==> src/rtl/stream_pkg.sv <==
`default_nettype none
// +----------------------------------------------------------------+
// | stream_pkg: shared mode constants and slice helper for stream  |
// | merge blocks.                          Revision: 1.0           |
// +----------------------------------------------------------------+
package stream_pkg;

  localparam int MODE_SEL = 0;
  localparam int MODE_RR  = 1;

  function automatic int slice_lsb(input int idx, input int size);
    return idx * size;
  endfunction

endpackage
`default_nettype wire

==> src/rtl/rr_arbiter.sv <==
`default_nettype none
// +----------------------------------------------------------------+
// | rr_arbiter: combinational round-robin pick, searching upward   |
// | from last+1 with wrap.                 Revision: 1.0           |
// +----------------------------------------------------------------+
module rr_arbiter
  import stream_pkg::*;
#(
  parameter  int N     = 4,
  localparam int SEL_W = $clog2(N)
) (
  input  logic [N-1:0]     req,
  input  logic [SEL_W-1:0] last,
  output logic             gnt_valid,
  output logic [SEL_W-1:0] gnt_idx
);

  logic [SEL_W-1:0] idx;

  // Walk from farthest to nearest so the closest requester after last wins.
  always_comb begin
    gnt_valid = 1'b0;
    gnt_idx   = '0;
    idx       = '0;
    for (int k = N; k >= 1; k--) begin
      idx = SEL_W'((int'(last) + k) % N);
      if (req[idx]) begin
        gnt_valid = 1'b1;
        gnt_idx   = idx;
      end
    end
  end

endmodule
`default_nettype wire

==> src/rtl/stream_muxn.sv <==
`default_nettype none
// +----------------------------------------------------------------+
// | stream_muxn: N-to-1 registered valid/ready stream merge with   |
// | external select or round-robin grant.  Revision: 1.0           |
// +----------------------------------------------------------------+
module stream_muxn
  import stream_pkg::*;
#(
  parameter  int SIZE  = 32,
  parameter  int N     = 4,
  parameter  int MODE  = MODE_SEL,
  localparam int SEL_W = $clog2(N)
) (
  input  logic              clk,
  input  logic              rst,
  input  logic [N*SIZE-1:0] in_data,
  input  logic [N-1:0]      in_valid,
  output logic [N-1:0]      in_ready,
  input  logic [SEL_W-1:0]  s,
  output logic [SIZE-1:0]   out_data,
  output logic              out_valid,
  input  logic              out_ready,
  output logic [SEL_W-1:0]  out_chan
);

  logic             out_valid_q, out_valid_d;
  logic [SIZE-1:0]  out_data_q, out_data_d;
  logic [SEL_W-1:0] out_chan_q, out_chan_d;
  logic             load_en;
  logic             gnt_valid;
  logic [SEL_W-1:0] gnt_idx;
  logic [SIZE-1:0]  gnt_data;

  assign load_en = ~out_valid_q | out_ready;

  generate
    if (MODE == MODE_RR) begin : g_rr
      logic [SEL_W-1:0] rr_last_q, rr_last_d;
      logic             unused_s;

      assign unused_s = ^s;

      rr_arbiter #(.N(N)) u_arb (
        .req       (in_valid),
        .last      (rr_last_q),
        .gnt_valid (gnt_valid),
        .gnt_idx   (gnt_idx)
      );

      // Pointer moves only on a real transfer so stalls keep priority intact.
      always_comb begin
        rr_last_d = rr_last_q;
        if (gnt_valid && load_en) rr_last_d = gnt_idx;
      end

      always_ff @(posedge clk or posedge rst) begin
        if (rst) rr_last_q <= SEL_W'(N - 1);
        else     rr_last_q <= rr_last_d;
      end
    end else begin : g_sel
      // An out-of-range select matches no channel and so never grants.
      always_comb begin
        gnt_valid = 1'b0;
        gnt_idx   = s;
        for (int i = 0; i < N; i++) begin
          if (s == SEL_W'(i) && in_valid[i]) gnt_valid = 1'b1;
        end
      end
    end
  endgenerate

  always_comb begin
    gnt_data = '0;
    for (int i = 0; i < N; i++) begin
      if (gnt_idx == SEL_W'(i)) gnt_data = in_data[slice_lsb(i, SIZE) +: SIZE];
    end
  end

  always_comb begin
    in_ready = '0;
    for (int i = 0; i < N; i++) begin
      in_ready[i] = ~rst & load_en & gnt_valid & (gnt_idx == SEL_W'(i));
    end
  end

  always_comb begin
    out_valid_d = out_valid_q;
    out_data_d  = out_data_q;
    out_chan_d  = out_chan_q;
    if (load_en && gnt_valid) begin
      out_valid_d = 1'b1;
      out_data_d  = gnt_data;
      out_chan_d  = gnt_idx;
    end else if (out_ready) begin
      out_valid_d = 1'b0;
    end
  end

  always_ff @(posedge clk or posedge rst) begin
    if (rst) begin
      out_valid_q <= 1'b0;
      out_data_q  <= '0;
      out_chan_q  <= '0;
    end else begin
      out_valid_q <= out_valid_d;
      out_data_q  <= out_data_d;
      out_chan_q  <= out_chan_d;
    end
  end

  assign out_valid = out_valid_q;
  assign out_data  = out_data_q;
  assign out_chan  = out_chan_q;

endmodule
`default_nettype wire

==> config.mk <==
export PLATFORM = sky130hd
export DESIGN_NAME = stream_muxn
export DESIGN_NICKNAME = d
export VERILOG_FILES = /design/src/rtl/stream_pkg.sv /design/src/rtl/rr_arbiter.sv /design/src/rtl/stream_muxn.sv
export SDC_FILE = /design/constraint.sdc
export NUM_CORES = 1
export LEC_CHECK = 0
export BUFFER_PORTS_ARGS = -buffer_cell sky130_fd_sc_hd__clkbuf_2
export CAP_MARGIN = 20
export CORE_ASPECT_RATIO = 1.1
export CORE_MARGIN = 2
export CORE_UTILIZATION = 33
export DETAILED_ROUTE_END_ITERATION = 10
export PLACE_DENSITY_LB_ADDON = 0.15
export RECOVER_POWER = 100
export SYNTH_ARGS = -nofsm -noshare
export SYNTH_HDL_FRONTEND = slang
export SYNTH_HIERARCHICAL = 1
export SYNTH_SLANG_ARGS = --single-unit
==> constraint.sdc <==
create_clock -name clk -period 3 [get_ports clk]
set_input_delay 0.6 -clock clk [delete_from_list [all_inputs] [get_ports clk]]
set_output_delay 0.6 -clock clk [all_outputs]
set_load 0.01 [all_outputs]
==> results.toml <==
[clock_tree]
cts-root-buf = "clkbuf_8"
cts.clk_slew.worst_paths_ns = 0.07
post-cts-setup-buffer-count = 0
cts_resized = 0
cts_tree = "yes"
cts_buffer_depth = 2
numCtsBuffers = 5
htree_levels = 2
cts.hold.buffers_added = 0
worstSkewPairLatency_ns = 0.28
cts.sinks = 35

[global_route]
track_usage_pct = 15.6
antenna_found_initial = 0
grt_max_degree = 34
grt_pass1_vias = 1953
grt_pass1_wl_um = 9430
overflow = 0

[worst_setup_path]
cp_max_fo = 11
rr_worst_depth = 4
regToRegSetupSlack_ns = 1.08
cpMaxStageDelayCell = "or3b_1"
cp-start-kind = "primary input"
crit_path_frequent_cell = "clkbuf_1"
required_ns = 2.40
cpPeakStageDelay_ns = 0.50
reg2reg_from = "out_valid$_DFFE_PP0P_"
r2r_end = "out_data[5]$_DFFE_PP0P_"
crit_start = "s[0]"
worstPathArrival_ns = 1.84
setup.worst_path.end = "in_ready[2]"
end_kind = "output port"
path_cells = "clkbuf_1 > or3b_1 > nor4b_1 > clkbuf_1"
critPathKind = "in2out"

[drt]
first_pass_iters = 4
vias = 1884
drt-total-wl_um = 5850
route.detailed.vias_per_inst = 4.87
wire_per_inst_um = 15.1
route.detailed.drc = 0
drt_iter0_markers = 28
ant_nets = 0

[logic_synthesis]
yosys-top-cells-area = "dfrtp_1 39%, mux4_2 32%, mux2_4 20%"
synth-seq-cells = 35
synth_cells = 129
synth_area_mm2 = 0.00227
synth_most_common_cell = "dfrtp_1"
yosysSeqAreaShare_pct = 38.6
yosys_warnings = 6
yosysTopAreaCell = "dfrtp_1"
async_flop_share_pct = 100
yosysUniqueCellTypes = 20
ys.flop_type = "dfrtp_1"
synth-edff-count = 0
synth_fp_nets = 266
synth.avg_cell_area_um2 = 17.6
synth_top_area_share_pct = 38.6
synth.cells.most_frequent = "35 x dfrtp_1, 32 x mux4_2, 30 x mux2_4"

[layout]
syn_to_final_growth_pct = 37.7
antennaDiodeCount = 0
fillers = 650
fin_cells = 387
final_util_pct = 47.1
design_area_mm2 = 0.00313
drive_gt1_share_pct = 60.0
fin_nets = 441

[die]
start_util_pct = 34.2
coreArea_mm2 = 0.00663
ioPinCount = 176
die_h_um = 91.0
die_area_mm2 = 0.00756
die_x_um = 83.1
fp-row-count = 31

[sta]
max_freq_mhz = 410
hold_viol_final = 0
max-slew-margin-rel_pct = 44.7
finClkSkew_ns = 0.00487
setup_viol = 0
drv_slew = 0
worst_pin_slew_ns = 0.829
min_period_ns = 2.44
setup_tns_ns = 0
min_period_over_period_pct = 81.2
rsz0062_at_grt = "no"

[placement]
dpl_cell_area_mm2 = 0.00321
dp_hpwl_um = 4890
place_congestion = 0.694
post-place-cells = 379
port_buffers = 175

[min_path]
hold_class = "reg2reg"
hp-start = "out_chan[0]$_DFFE_PP0P_"

[flow_run]
cap_violations = 0

[pwr]
cellLeakagePower_nw = 1.48
p_total_w = 0.00149
power.density_mw_per_mm2 = 477
ir_drop_uv = 187

[status]
status = "finished clean"
## placed cells by master, fill, tap and decap left out, types with 2 or more instances in the layout
| cell type | instances |
|---|---|
| buf_4 | 4 |
| clkbuf_1 | 42 |
| nor4b_1 | 2 |
| mux2_4 | 2 |
| nor4_1 | 2 |
| mux4_2 | 32 |
| dfrtp_1 | 35 |
| clkbuf_8 | 5 |
| nand2_1 | 4 |
| clkinv_2 | 3 |
| clkbuf_2 | 134 |
| mux2_1 | 31 |
## through the flow
step,setup slack (ns),hold slack (ns)
2_1_floorplan,0.720,0.508
3_3_place_gp,0.638,0.478
3_5_place_dp,0.673,0.474
4_1_cts,0.677,0.492
5_1_grt,0.395,0.512
6_report,0.563,0.487
## metal layers
metal	up-vias	wire length [um]	track usage (%)
li1	868	-	-
met4	0	62	4.10
met3	6	472	5.18
met2	99	3090	28.8
met1	911	2230	17.1
met5	-	0	0
## cell type report
cell class | instances | area [um2] | area share, %
clock buffers | 5 | 68.8 | 2.20
clock inverters | 3 | 15.0 | 0.480
inverters | 2 | 7.51 | 0.240
multi-input cells | 80 | 1200 | 38.3
flip-flops and latches | 35 | 876 | 28.0
well taps | 82 | 103 | 3.28
repair buffers | 180 | 858 | 27.5
## report_power, final
group	switching [W]	internal [W]
sequential	0.0000648	0.000595
clock	0.000169	0.000159
combinational	0.000241	0.000263
## kinds of logic (layout without fill, tap and decap cells)
logic type	count (synthesis)	after routing	share of synthesized area, %
simple gates	12	12	3.36
buf+inv	14	190	3.86
flops	35	35	38.6
compound gates	1	1	0.220
mux	67	67	54.0
## registers in the layout, summed over array words and instances, names as in the netlist
| signal | count |
|---|---|
| out_data | 32 |
| out_valid | 1 |
| out_chan | 2 |
## worst min path at each step
stage	cells after the start	slack, ns	end
after floorplan	2	0.51	out_chan[0]$_DFFE_PP0P_
after global placement	1	0.48	out_data[18]$_DFFE_PP0P_
after detailed placement	2	0.47	out_chan[0]$_DFFE_PP0P_
after CTS	2	0.49	out_chan[0]$_DFFE_PP0P_
after global routing	1	0.51	out_data[29]$_DFFE_PP0P_
final	2	0.49	out_chan[0]$_DFFE_PP0P_
## critical path, delay by kind of cell
family	cells	cell delay (ns)
buffers and inverters	2	0.47
AND/OR/NAND/NOR	2	0.77
Power figures use the tool's default switching activity.
